File: src/rtl/sprite_overlay.sv
// rtl/sprite_overlay.sv - four-sprite overlay on a 4:4:4 RGB stream, 2-cycle pixel latency
// Optional collision detection is built when SPRITE_OVERLAY_COLLISION_EN is defined.
module sprite_overlay #(
    parameter int NUM_SPRITES = 4,
    parameter int LATENCY     = 2
) (
    input  logic                   clkPixel,
    input  logic                   reset,
    input  logic [3:0]             bgRed,
    input  logic [3:0]             bgGreen,
    input  logic [3:0]             bgBlue,
    input  logic                   hsyncIn,
    input  logic                   vsyncIn,
    input  logic                   videoActiveIn,
    input  logic [9:0]             hPos,
    input  logic [9:0]             vPos,
    input  logic                   frameStart,
    input  logic                   regWrite,
    input  logic [3:0]             regAddr,
    input  logic [15:0]            regData,
    output logic [3:0]             red,
    output logic [3:0]             green,
    output logic [3:0]             blue,
    output logic                   hsync,
    output logic                   vsync,
    output logic                   videoActive,
    output logic [NUM_SPRITES-1:0] collision,
    output logic                   collisionIrq
);

    logic [9:0]  x_sh     [NUM_SPRITES];
    logic [9:0]  y_sh     [NUM_SPRITES];
    logic [5:0]  size_sh  [NUM_SPRITES];
    logic [11:0] color_sh [NUM_SPRITES];
    logic        en_sh    [NUM_SPRITES];

    logic [9:0]  x_act     [NUM_SPRITES];
    logic [9:0]  y_act     [NUM_SPRITES];
    logic [5:0]  size_act  [NUM_SPRITES];
    logic [11:0] color_act [NUM_SPRITES];
    logic        en_act    [NUM_SPRITES];

    logic [NUM_SPRITES-1:0] hit;
    logic [NUM_SPRITES-1:0] s1_hit;
    logic [11:0]            s1_bg;
    logic                   s1_hs;
    logic                   s1_vs;
    logic                   s1_va;
    logic [11:0]            mux_rgb;

    logic unused_bits;
    assign unused_bits = ^regData[14:12];

    // Commit copies the pre-edge shadow, so a same-cycle write waits a frame.
    always_ff @(posedge clkPixel) begin
        if (reset) begin
            for (int i = 0; i < NUM_SPRITES; i++) begin
                x_sh[i]      <= '0;
                y_sh[i]      <= '0;
                size_sh[i]   <= '0;
                color_sh[i]  <= '0;
                en_sh[i]     <= 1'b0;
                x_act[i]     <= '0;
                y_act[i]     <= '0;
                size_act[i]  <= '0;
                color_act[i] <= '0;
                en_act[i]    <= 1'b0;
            end
        end else begin
            if (frameStart) begin
                for (int i = 0; i < NUM_SPRITES; i++) begin
                    x_act[i]     <= x_sh[i];
                    y_act[i]     <= y_sh[i];
                    size_act[i]  <= size_sh[i];
                    color_act[i] <= color_sh[i];
                    en_act[i]    <= en_sh[i];
                end
            end
            if (regWrite) begin
                case (regAddr[1:0])
                    2'd0: x_sh[regAddr[3:2]]    <= regData[9:0];
                    2'd1: y_sh[regAddr[3:2]]    <= regData[9:0];
                    2'd2: size_sh[regAddr[3:2]] <= regData[5:0];
                    default: begin
                        color_sh[regAddr[3:2]] <= regData[11:0];
                        en_sh[regAddr[3:2]]    <= regData[15];
                    end
                endcase
            end
        end
    end

    // 11-bit compares keep sprites near the right/bottom edge from wrapping to 0.
    always_comb begin
        hit = '0;
        for (int i = 0; i < NUM_SPRITES; i++) begin
            hit[i] = en_act[i]
                && ({1'b0, hPos} >= {1'b0, x_act[i]})
                && ({1'b0, hPos} < ({1'b0, x_act[i]} + {5'd0, size_act[i]} + 11'd1))
                && ({1'b0, vPos} >= {1'b0, y_act[i]})
                && ({1'b0, vPos} < ({1'b0, y_act[i]} + {5'd0, size_act[i]} + 11'd1));
        end
    end

    always_ff @(posedge clkPixel) begin
        if (reset) begin
            s1_hit <= '0;
            s1_bg  <= '0;
            s1_hs  <= 1'b1;
            s1_vs  <= 1'b1;
            s1_va  <= 1'b0;
        end else begin
            s1_hit <= hit;
            s1_bg  <= {bgRed, bgGreen, bgBlue};
            s1_hs  <= hsyncIn;
            s1_vs  <= vsyncIn;
            s1_va  <= videoActiveIn;
        end
    end

    // Scan from the top index down so the lowest-index hit is applied last.
    always_comb begin
        mux_rgb = '0;
        if (s1_va) begin
            mux_rgb = s1_bg;
            for (int i = NUM_SPRITES - 1; i >= 0; i--) begin
                if (s1_hit[i]) begin
                    mux_rgb = color_act[i];
                end
            end
        end
    end

    always_ff @(posedge clkPixel) begin
        if (reset) begin
            red         <= '0;
            green       <= '0;
            blue        <= '0;
            hsync       <= 1'b1;
            vsync       <= 1'b1;
            videoActive <= 1'b0;
        end else begin
            red         <= mux_rgb[11:8];
            green       <= mux_rgb[7:4];
            blue        <= mux_rgb[3:0];
            hsync       <= s1_hs;
            vsync       <= s1_vs;
            videoActive <= s1_va;
        end
    end

`ifdef SPRITE_OVERLAY_COLLISION_EN
    logic [NUM_SPRITES-1:0] coll_acc;
    logic [NUM_SPRITES-1:0] coll_q;
    logic                   irq_q;
    logic                   multi_hit;

    // Clearing the lowest set bit leaves something only when two or more hit.
    assign multi_hit = |(hit & (hit - 1'b1));

    always_ff @(posedge clkPixel) begin
        if (reset) begin
            coll_acc <= '0;
            coll_q   <= '0;
            irq_q    <= 1'b0;
        end else begin
            irq_q <= 1'b0;
            if (frameStart) begin
                coll_q   <= coll_acc;
                coll_acc <= '0;
                irq_q    <= |coll_acc;
            end else if (videoActiveIn && multi_hit) begin
                coll_acc <= coll_acc | hit;
            end
        end
    end

    assign collision    = coll_q;
    assign collisionIrq = irq_q;
`else
    assign collision    = '0;
    assign collisionIrq = 1'b0;
`endif

endmodule

File: config.mk
export PLATFORM = sky130hd
export DESIGN_NAME = sprite_overlay
export DESIGN_NICKNAME = d
export VERILOG_FILES = /design/src/rtl/sprite_overlay.sv
export SDC_FILE = /design/constraint.sdc
export NUM_CORES = 1
export LEC_CHECK = 0
export ABC_AREA = 1
export BUFFER_PORTS_ARGS = -buffer_cell sky130_fd_sc_hd__clkbuf_2
export CAP_MARGIN = 15
export CORE_ASPECT_RATIO = 1.4
export CORE_MARGIN = 4
export CORE_UTILIZATION = 57
export DETAILED_ROUTE_END_ITERATION = 10
export HOLD_SLACK_MARGIN = 0.1
export PLACE_DENSITY = 0.86
export SLEW_MARGIN = 20
export SYNTH_ARGS = -nofsm -noshare
export SYNTH_HDL_FRONTEND = slang
export SYNTH_SLANG_ARGS = --single-unit
File: constraint.sdc
create_clock -name clkPixel -period 4.1 [get_ports clkPixel]
set_clock_uncertainty 0.15 [all_clocks]
set_input_delay 1.025 -clock clkPixel [delete_from_list [all_inputs] [get_ports clkPixel]]
set_output_delay 1.025 -clock clkPixel [all_outputs]
set_load 0.01 [all_outputs]
==> metrics.txt <==
status complete, no violations; Slew HR 0.278; synth-to-layout area growth 8.83%; Crit Reg-Reg Endpoint s1_hit[1]; Cell Pwr Density 379 nW/um^2; PnR worst setup slack 0.959 ns; Die H 228 um; #FFs+latches synth 346; syn_area_per_cell 9.26 um^2; most common cell after layout, fill and taps aside nor2_1; peak supply drop 0.495 mV; drt drc 0; reg2reg setup slack 0.96 ns; Tcrit/Tclk final 0.766; Hold Vio Cnt, Final 0; sequential share of power 0.512; TritonRoute pass-1 iters 5; fin. max-slew vios 0; clock insertion delay at the later pin of the skew report 0.56 ns; number of port buffers 70; die area 37,700 um^2; synth unique cells 35; fin crit period 3.14 ns; initial DRC count 1,028; clk buf depth 3; GRT Overall Usage 0.252; first-pass GRT wire length 73.7 mm; H-tree depth 1; Comb power frac 0.156; crit end category flip-flop; Row Count 80; worst slack, placed 0.880 ns; die width 165 um; total CTS buffers 29; share of layout cells above drive strength 1 0.0687; total number of vias 14,700; Core ar. 34,100 um^2; clock transition at the registers of the reported paths 0.07 ns; hpwl dp 33.6 mm; Internal Power 5.95 mW; routability cong. 1.02; total power 8.14 mW; number of global-route vias before repair 14,900; achievable frequency 318 MHz; reg2reg start size_act[1][2]; clock power share 0.332; setup bufs post-CTS 0; CP Max Fanout 6; Hold Path Sink hsync; Syn Inst Count 2,130; PostCTS Resize Cnt 0; switching power 2.19 mW; nets 2,457; Worst EP required 4.37 ns; switching power share of the total 0.269; post-route setup TNS 0 ns; R2R cell count 15; Tightest Pin Transition 1.08 ns; Finished Layout Cells 2,665; Ys Warns 0; critical path class flip-flop to flip-flop; final wirelength 47.8 mm; synthesized area 19,700 um^2; setup violators final 0; max_cap viols 0; Final ANT Viol Nets 0; commonest cells after routing, fill and taps aside nor2_1, inv_1, edfxtp_1; RSZ-0062 raised after global routing no; # placed instances 2,610; Leak Pwr 9.86 nW; Root Driver clkbuf_16; grt ovf 0; Hold Path Origin s1_hs; Boundary Pins 79; register area share after synthesis 0.510; Hold WC Path Type flip-flop to flip-flop; Setup crit start kind flip-flop; initial antenna violation count 1; Worst Path Arrival 3.41 ns; Hold Buf Count CTS 0; clk sinks 346; CTS tree built; WHS Path Cells 1; via/cell ratio 5.51; WL/cell 17.9 um; largest net degree at the start of global routing 157; initial cell density of the core 0.578
-- metal layers --
layer | up-vias | global-route usage | wire length [um]
met2 | 595 | 0.466 | 25100
met5 | - | 0 | 0
li1 | 7024 | - | -
met1 | 6817 | 0.252 | 15700
met4 | 0 | 0.184 | 4190
met3 | 243 | 0.0282 | 2770
-- state kept, by name, summed over array words and instances, names as in the netlist --
name,flops
blue,4
color_act,48
color_sh,48
en_act,4
en_sh,4
green,4
hsync,1
red,4
s1_bg,12
s1_hit,4
s1_hs,1
s1_va,1
s1_vs,1
size_act,24
size_sh,24
videoActive,1
vsync,1
x_act,40
x_sh,40
y_act,40
y_sh,40
-- cell usage after synthesis (all sizes together) --
master    n  area (um^2)
o21ai    60          300
ha      200         2500
o211ai    9         67.6
xor2     52          455
xnor2    12          105
a31oi     5         31.3
inv     388         1460
nor3     51          260
a21o     12         90.1
a21oi   110          551
dfxtp    34          681
nand2   304         1160
o21bai    3         22.5
buf      34          195
clkbuf   27          101
o21a      8         60.1
nand4    22          138
o311ai    5         43.8
mux2i    12          120
fa        8          160
edfxtp  312         9370
conb      1         3.75
or2       5         31.3
nand3    44          220
a22oi     1         7.51
nor2    411         1580
-- cell families after synthesis --
kind of cell	share of synthesized area
XOR/XNOR	0.0284
buffers and inverters	0.0890
other	0.000190
AO/OA/AOI/OAI	0.0595
AND/OR/NAND/NOR	0.172
adder cells (fa/ha/maj)	0.135
multiplexers	0.00609
flip-flops	0.510
-- stage by stage --
step | utilization | hold WS [ns] | cell area (um^2)
finish | 0.629 | 0.260 | 21500
global route | 0.629 | 0.282 | 21500
CTS | 0.629 | 0.260 | 21500
detailed placement | 0.601 | 0.245 | 20500
global placement | 0.601 | 0.241 | 20500
floorplan | - | 0.239 | 19700
-- power groups by stage --
stage	Combinational [mW]	Sequential (mW)	Clock [mW]
global placement	1.16	4.23	0
floorplan	0.870	4.20	0
finish	1.27	4.17	2.70
detailed placement	1.24	4.24	0
global route	1.43	4.18	2.85
CTS	1.26	4.16	2.71
-- worst max path at each step --
stage | end | depth (start not counted) | startpoint
after CTS | s1_hit[3] | 16 | size_act[3][0]
final | s1_hit[1] | 15 | size_act[1][2]
after floorplan | color_act[0][0] | 3 | reset
after detailed placement | y_sh[1][7] | 7 | reset
after global routing | s1_hit[1] | 15 | size_act[1][2]
after global placement | y_sh[2][8] | 6 | regAddr[2]
-- area by class of cell --
type                    instances  area, um^2
diodes                          1        2.50
clock buffers                  32         737
clock inverters                22         189
fillers                      2526       12700
inverters                     388        1460
multi-input cells            1339        7940
flip-flops and latches        346       10000
well taps                     451         564
repair buffers                 86         520
-- critical path: stages, from the launching register on --
cell and delay [ns]:
edfxtp_1 0.50, ha_1 0.42, a21oi_1 0.18, nand2_1 0.11
nand2_1 0.09, a21oi_1 0.08, o21ai_0 0.21, xor2_1 0.18
ha_1 0.24, nand2_1 0.06, inv_1 0.03, nand4_1 0.12
nor2_1 0.05, nor2_1 0.10, nand2_1 0.13, nor2_1 0.36
No activity file was read; power rests on OpenSTA's default activity.
